`src/rtl/calc_display_ctrl_if.sv`:
```
// Digit stream from the calculator core: status, BCD data and slot position.
interface calc_display_ctrl_if;
  logic [1:0] status;
  logic [3:0] data;
  logic [3:0] pos;

  modport master (output status, output data, output pos);
  modport slave  (input  status, input  data, input  pos);
endinterface

```
`src/rtl/calc_display_ctrl.sv`:
```
// Captures calculator print frames into a shadow buffer, commits them atomically
// and scans eight common-anode 7-segment digits with blanking and an error banner.
module calc_display_ctrl #(
  parameter int SCAN_DIV = 50000,
  parameter bit BLANK_LZ = 1'b1
) (
  input  logic                clock,
  input  logic                reset,
  calc_display_ctrl_if.slave  stream,
  output logic [7:0]          an,
  output logic [6:0]          seg,
  output logic                dp,
  output logic                busy_led,
  output logic                frame_done
);

  localparam logic [1:0] ST_ERROR = 2'b00;
  localparam logic [1:0] ST_BUSY  = 2'b01;
  localparam logic [1:0] ST_READY = 2'b10;
  localparam logic [1:0] ST_PRINT = 2'b11;

  localparam int             DIV_W    = $clog2(SCAN_DIV);
  localparam logic [DIV_W-1:0] DIV_LAST = DIV_W'(SCAN_DIV - 1);

  localparam logic [6:0] SEG_BLANK = 7'h7F;
  localparam logic [6:0] SEG_E     = 7'h06;
  localparam logic [6:0] SEG_R     = 7'h2F;
  localparam logic [6:0] SEG_O     = 7'h23;

  function automatic logic [6:0] bcd_to_seg(input logic [3:0] v);
    case (v)
      4'd0:    bcd_to_seg = 7'h40;
      4'd1:    bcd_to_seg = 7'h79;
      4'd2:    bcd_to_seg = 7'h24;
      4'd3:    bcd_to_seg = 7'h30;
      4'd4:    bcd_to_seg = 7'h19;
      4'd5:    bcd_to_seg = 7'h12;
      4'd6:    bcd_to_seg = 7'h02;
      4'd7:    bcd_to_seg = 7'h78;
      4'd8:    bcd_to_seg = 7'h00;
      4'd9:    bcd_to_seg = 7'h10;
      default: bcd_to_seg = SEG_BLANK;
    endcase
  endfunction

  logic [1:0]       status_q;
  logic [7:0][3:0]  shadow_q, shadow_d;
  logic [7:0][3:0]  disp_q;
  logic             err_q;
  logic [2:0]       idx_q;
  logic [DIV_W-1:0] div_q;
  logic [7:0]       an_q;
  logic [6:0]       seg_q, seg_d;
  logic             busy_q;
  logic             done_q;

  logic       frame_start;
  logic       digit_wr;
  logic       commit;
  logic [2:0] wr_idx;
  logic [7:0] lit;

  assign frame_start = (stream.status == ST_PRINT) && (status_q != ST_PRINT);
  assign digit_wr    = (stream.status == ST_PRINT) && (stream.pos != 4'd0) && (stream.pos <= 4'd8);
  assign commit      = (status_q == ST_PRINT) && (stream.status == ST_READY);
  assign wr_idx      = 3'(stream.pos - 4'd1);

  // An aborted frame leaves stale shadow contents; the next frame start clears them.
  always_comb begin
    for (int i = 0; i < 8; i++) begin
      shadow_d[i] = frame_start ? 4'd0 : shadow_q[i];
      if (digit_wr && (wr_idx == i[2:0])) shadow_d[i] = stream.data;
    end
  end

  // A digit stays lit once any digit at or above it is nonzero.
  always_comb begin
    logic any_nz;
    any_nz = 1'b0;
    lit    = '0;
    for (int k = 7; k >= 0; k--) begin
      any_nz = any_nz || (disp_q[k] != 4'd0);
      lit[k] = any_nz || (k == 0) || !BLANK_LZ;
    end
  end

  always_comb begin
    seg_d = SEG_BLANK;
    if (err_q) begin
      case (idx_q)
        3'd3:         seg_d = SEG_E;
        3'd2, 3'd1:   seg_d = SEG_R;
        3'd0:         seg_d = SEG_O;
        default:      seg_d = SEG_BLANK;
      endcase
    end else if (lit[idx_q]) begin
      seg_d = bcd_to_seg(disp_q[idx_q]);
    end
  end

  always_ff @(posedge clock or posedge reset) begin
    if (reset) begin
      status_q <= ST_READY;
      shadow_q <= '0;
      disp_q   <= '0;
      err_q    <= 1'b0;
      idx_q    <= 3'd0;
      div_q    <= '0;
      an_q     <= 8'hFF;
      seg_q    <= SEG_BLANK;
      busy_q   <= 1'b0;
      done_q   <= 1'b0;
    end else begin
      status_q <= stream.status;
      shadow_q <= shadow_d;
      if (commit) begin
        disp_q <= shadow_q;
        err_q  <= 1'b0;
      end else if (stream.status == ST_ERROR) begin
        err_q  <= 1'b1;
      end
      done_q <= commit;
      busy_q <= (stream.status == ST_BUSY);
      if (div_q == DIV_LAST) begin
        div_q <= '0;
        idx_q <= idx_q + 3'd1;
      end else begin
        div_q <= div_q + 1'b1;
      end
      // Scan outputs lag the index/buffer by one cycle.
      an_q  <= ~(8'b1 << idx_q);
      seg_q <= seg_d;
    end
  end

  assign an         = an_q;
  assign seg        = seg_q;
  assign dp         = 1'b1;
  assign busy_led   = busy_q;
  assign frame_done = done_q;

endmodule

```
`src/flat_wrapper.sv`:
```
// flat-port wrapper written by rule: the top's interface ports become plain ports
module calc_display_ctrl_flat 
#(
  parameter int SCAN_DIV = 50000,
  parameter bit BLANK_LZ = 1'b1
)
  (clock, reset, an, seg, dp, busy_led, frame_done, stream_status, stream_data, stream_pos);
  calc_display_ctrl_if stream_i ();
  input  logic clock;
  input  logic reset;
  output logic [7:0] an;
  output logic [6:0] seg;
  output logic dp;
  output logic busy_led;
  output logic frame_done;
  input wire logic [$bits(stream_i.status)-1:0] stream_status;
  input wire logic [$bits(stream_i.data)-1:0] stream_data;
  input wire logic [$bits(stream_i.pos)-1:0] stream_pos;
  assign stream_i.status = stream_status;
  assign stream_i.data = stream_data;
  assign stream_i.pos = stream_pos;
  calc_display_ctrl #(.SCAN_DIV(SCAN_DIV), .BLANK_LZ(BLANK_LZ)) u_core (.clock(clock), .reset(reset), .stream(stream_i), .an(an), .seg(seg), .dp(dp), .busy_led(busy_led), .frame_done(frame_done));
endmodule
```
`config.mk`:
```
export PLATFORM = sky130hd
export DESIGN_NAME = calc_display_ctrl_flat
export DESIGN_NICKNAME = d
export VERILOG_FILES = /design/src/rtl/calc_display_ctrl_if.sv /design/src/rtl/calc_display_ctrl.sv /design/src/flat_wrapper.sv
export SDC_FILE = /design/constraint.sdc
export NUM_CORES = 1
export LEC_CHECK = 0
export ABC_AREA = 1
export ABC_CLOCK_PERIOD_IN_PS = 5300
export CAP_MARGIN = 15
export CELL_PAD_IN_SITES_DETAIL_PLACEMENT = 2
export CELL_PAD_IN_SITES_GLOBAL_PLACEMENT = 2
export CORE_MARGIN = 8
export CORE_UTILIZATION = 36
export CTS_BUF_LIST = sky130_fd_sc_hd__clkbuf_16
export DETAILED_ROUTE_END_ITERATION = 7
export PLACE_DENSITY_LB_ADDON = 0.05
export RECOVER_POWER = 100
export SETUP_SLACK_MARGIN = 0.4
export SYNTH_ARGS = -nofsm -noshare
export SYNTH_HDL_FRONTEND = slang
export SYNTH_SLANG_ARGS = --single-unit
```
`constraint.sdc`:
```
create_clock -name clock -period 5.3 [get_ports clock]
set_clock_uncertainty 0.05 [all_clocks]
set_input_delay 1.59 -clock clock [delete_from_list [all_inputs] [get_ports clock]]
set_output_delay 1.59 -clock clock [all_outputs]
set_load 0.02 [all_outputs]
```
==> flow_metrics.tcl <==
set metrics [dict create \
    end_kind "flip-flop" \
    post-route-min-period_ns 3.64 \
    nNetsFinal 625 \
    outcome "finished clean" \
    final_cell_mix "nand2_1 (173), dfrtp_1 (87), inv_1 (74)" \
    port_buffers 28 \
    cts-resized-gates 0 \
    clock_tree.htree_level_count 3 \
    hold_violations 0 \
    dieArea_mm2 0.0174 \
    io_pins 30 \
    drtIter0Drc 124 \
    critPathLaunch "stream_pos[0]" \
    synth_area_per_cell_um2 8.42 \
    dp_hpwl_mm 9.94 \
    syn_inst 574 \
    coreArea_mm2 0.0132 \
    min_path_type "reg2reg" \
    clockBufferDepth 2 \
    finalHoldWorstSlack_ns 0.428 \
    path_cells "dlygate4sd3_1 > inv_1 > nand2_1 > o21ai_0 > nand3_1 > nor3_1 > nor2_1 > nand2_1 > nand2_1" \
    cts-root-buf "clkbuf_16" \
    seqCellArea_mm2 0.00260 \
    slew_headroom_pct 4.75 \
    ir_worst_vdd_v 0.000128 \
    vias 3927 \
    final-setup-viol-count 0 \
    totalWireLength_mm 13.4 \
    drc 0 \
    gr-total-overflow 0 \
    synthToLayoutAreaGrowth_pct 13.9 \
    multi_input_area_mm2 0.00183 \
    numCtsBuffers 9 \
    firstDrtPassIters 4 \
    first_global_vias 4438 \
    clock_sinks 103 \
    cp-start-kind "input port" \
    ant_nets 0 \
    hold_start "u_core.shadow_q[22]" \
    tightest_slew_ns 1.42 \
    crit_type "in2reg" \
    r2r_slack_ns 2.47 \
    crit_slowest_cell "dlygate4sd3_1" \
    worst-endpoint-required_ns 5.49 \
    crit_arrival_ns 3.83 \
    initial_utilization_pct 36.6 \
    critical_path.max_stage_delay_ns 0.62 \
    n_antenna_cell 0 \
    crit_fanout 5 \
    cpMostUsedCell "nand2_1" \
    wl_per_cell_um 17.1 \
    cts_tree "yes" \
    dieWidth_um 132 \
    syn_area_mm2 0.00483 \
    track_usage_pct 16.4 \
    timing.rr.start "u_core.idx_q[0]" \
    syn_nets 598 \
    ys_types 30 \
    drv_cap 0 \
    grt_pass1_wl_mm 23.2 \
    report.final.slew_viol_count 0 \
    yosysWarnings 0 \
    cts_hold_buffers 0 \
    clk_pin_slew_ns 0.07 \
    ys_seq_elements 103 \
    final_layout_size_suffix_gt1_share_pct 5.61 \
    viasPerCell 5.02 \
    clkLatencyLatePin_ns 0.35 \
    min_period_over_period_pct 68.7 \
    rsz0062_at_grt "false" \
    p_leak_nw 2.70 \
    yosysSeqAreaShare_pct 53.8 \
    placementRows 42 \
    tns_ns 0 \
    grt_max_degree 65 \
    antenna_found_initial 0 \
    power_density_mw_per_mm2 299 \
    gp_congestion 0.792 \
    fillers 1484 \
    post-cts-setup-buffers 0 \
    layout_commonest_cell "nand2_1" \
    die_h_um 132 \
    fmax_mhz 275 \
]
synthesized netlist by cell type:
cell type | number | share of area [%]
a21oi_1 | 8 | 0.83
nand3_2 | 1 | 0.21
xor2_1 | 5 | 0.91
nor3_1 | 4 | 0.41
ha_1 | 12 | 3.1
nand2_1 | 173 | 13
clkbuf_1 | 6 | 0.47
o21ai_0 | 59 | 6.1
a31o_2 | 1 | 0.18
nand4_1 | 10 | 1.3
o21ai_2 | 1 | 0.18
dfstp_2 | 16 | 8.7
nor3b_1 | 2 | 0.31
o21a_1 | 2 | 0.31
o21ai_1 | 3 | 0.31
nor4_1 | 3 | 0.39
buf_4 | 3 | 0.47
nor2_4 | 2 | 0.47
conb_1 | 1 | 0.078
dfrtp_1 | 87 | 45
inv_1 | 74 | 5.7
nand3_1 | 55 | 5.7
nor2_1 | 22 | 1.7
o211ai_1 | 4 | 0.62
nand3b_1 | 1 | 0.16
nor3_2 | 4 | 0.83
nor2_2 | 3 | 0.39
a31oi_1 | 2 | 0.26
buf_2 | 6 | 0.62
a22o_1 | 4 | 0.73
cell type report:
cell class,count,area share [%]
flip-flops and latches,103,47.2
inverters,74,5.07
multi-input cells,382,33.2
repair buffers,31,5.50
clock inverters,7,0.864
well taps,176,4.00
clock buffers,9,4.09
per-stage QoR:
step                      power [W]  instance area (µm²)  setup slack [ns]  util (%)  std cells
after detailed placement    0.00104                 5290              1.47      40.1        766
final                       0.00165                 5500              1.66      41.7        782
after global placement      0.00103                 5290              1.56      40.1        766
after global routing        0.00173                 5500              1.45      41.7        782
after CTS                   0.00168                 5560              1.84      42.2        782
after floorplan            0.000968                 4830             0.983         -        574
worst max-delay path, delay by kind of cell:
family	cells	cell delay, ns
AND/OR/NAND/NOR	6	1.23
buffers and inverters	2	0.77
AO/OA/AOI/OAI	1	0.23
where the power goes:
group | internal (W) | switching (W)
Sequential | 0.000829 | 0.0000184
Clock | 0.000320 | 0.000310
Combinational | 0.0000546 | 0.000114
registers in the layout, summed over array words and instances, names as in the netlist, 2 cells and up:
name	count
u_core.div_q	16
u_core.disp_q	32
u_core.idx_q	3
u_core.shadow_q	32
u_core.an	8
u_core.status_q	2
u_core.seg	7
final timing paths:
path	cells after the start	endpoint
setup reg to reg	11	u_core.seg[3]
hold / removal	2	u_core.shadow_q[22]
max in group asynchronous	3	u_core.seg[0]
setup / recovery	9	u_core.shadow_q[16]
min in group asynchronous	2	u_core.shadow_q[4]
hold reg to reg	2	u_core.shadow_q[22]
layer usage:
| layer | global-route usage [%] | up-vias | share of wire [%] |
|---|---|---|---|
| li1 | - | 1892 | - |
| met1 | 21.0 | 1982 | 47 |
| met2 | 27.5 | 35 | 49 |
| met3 | 2.48 | 18 | 2.0 |
| met4 | 6.25 | 0 | 1.9 |
| met5 | 0 | - | 0 |
logic make-up after synthesis:
family	count (synthesis)	share of synthesized area, %
XOR/XNOR	5	0.906
other	1	0.0776
AND/OR/NAND/NOR	280	25.3
AO/OA/AOI/OAI	84	9.53
flip-flops	103	53.8
buffers and inverters	89	7.30
adder cells (fa/ha/maj)	12	3.11
(Power assumes the default switching activity.)
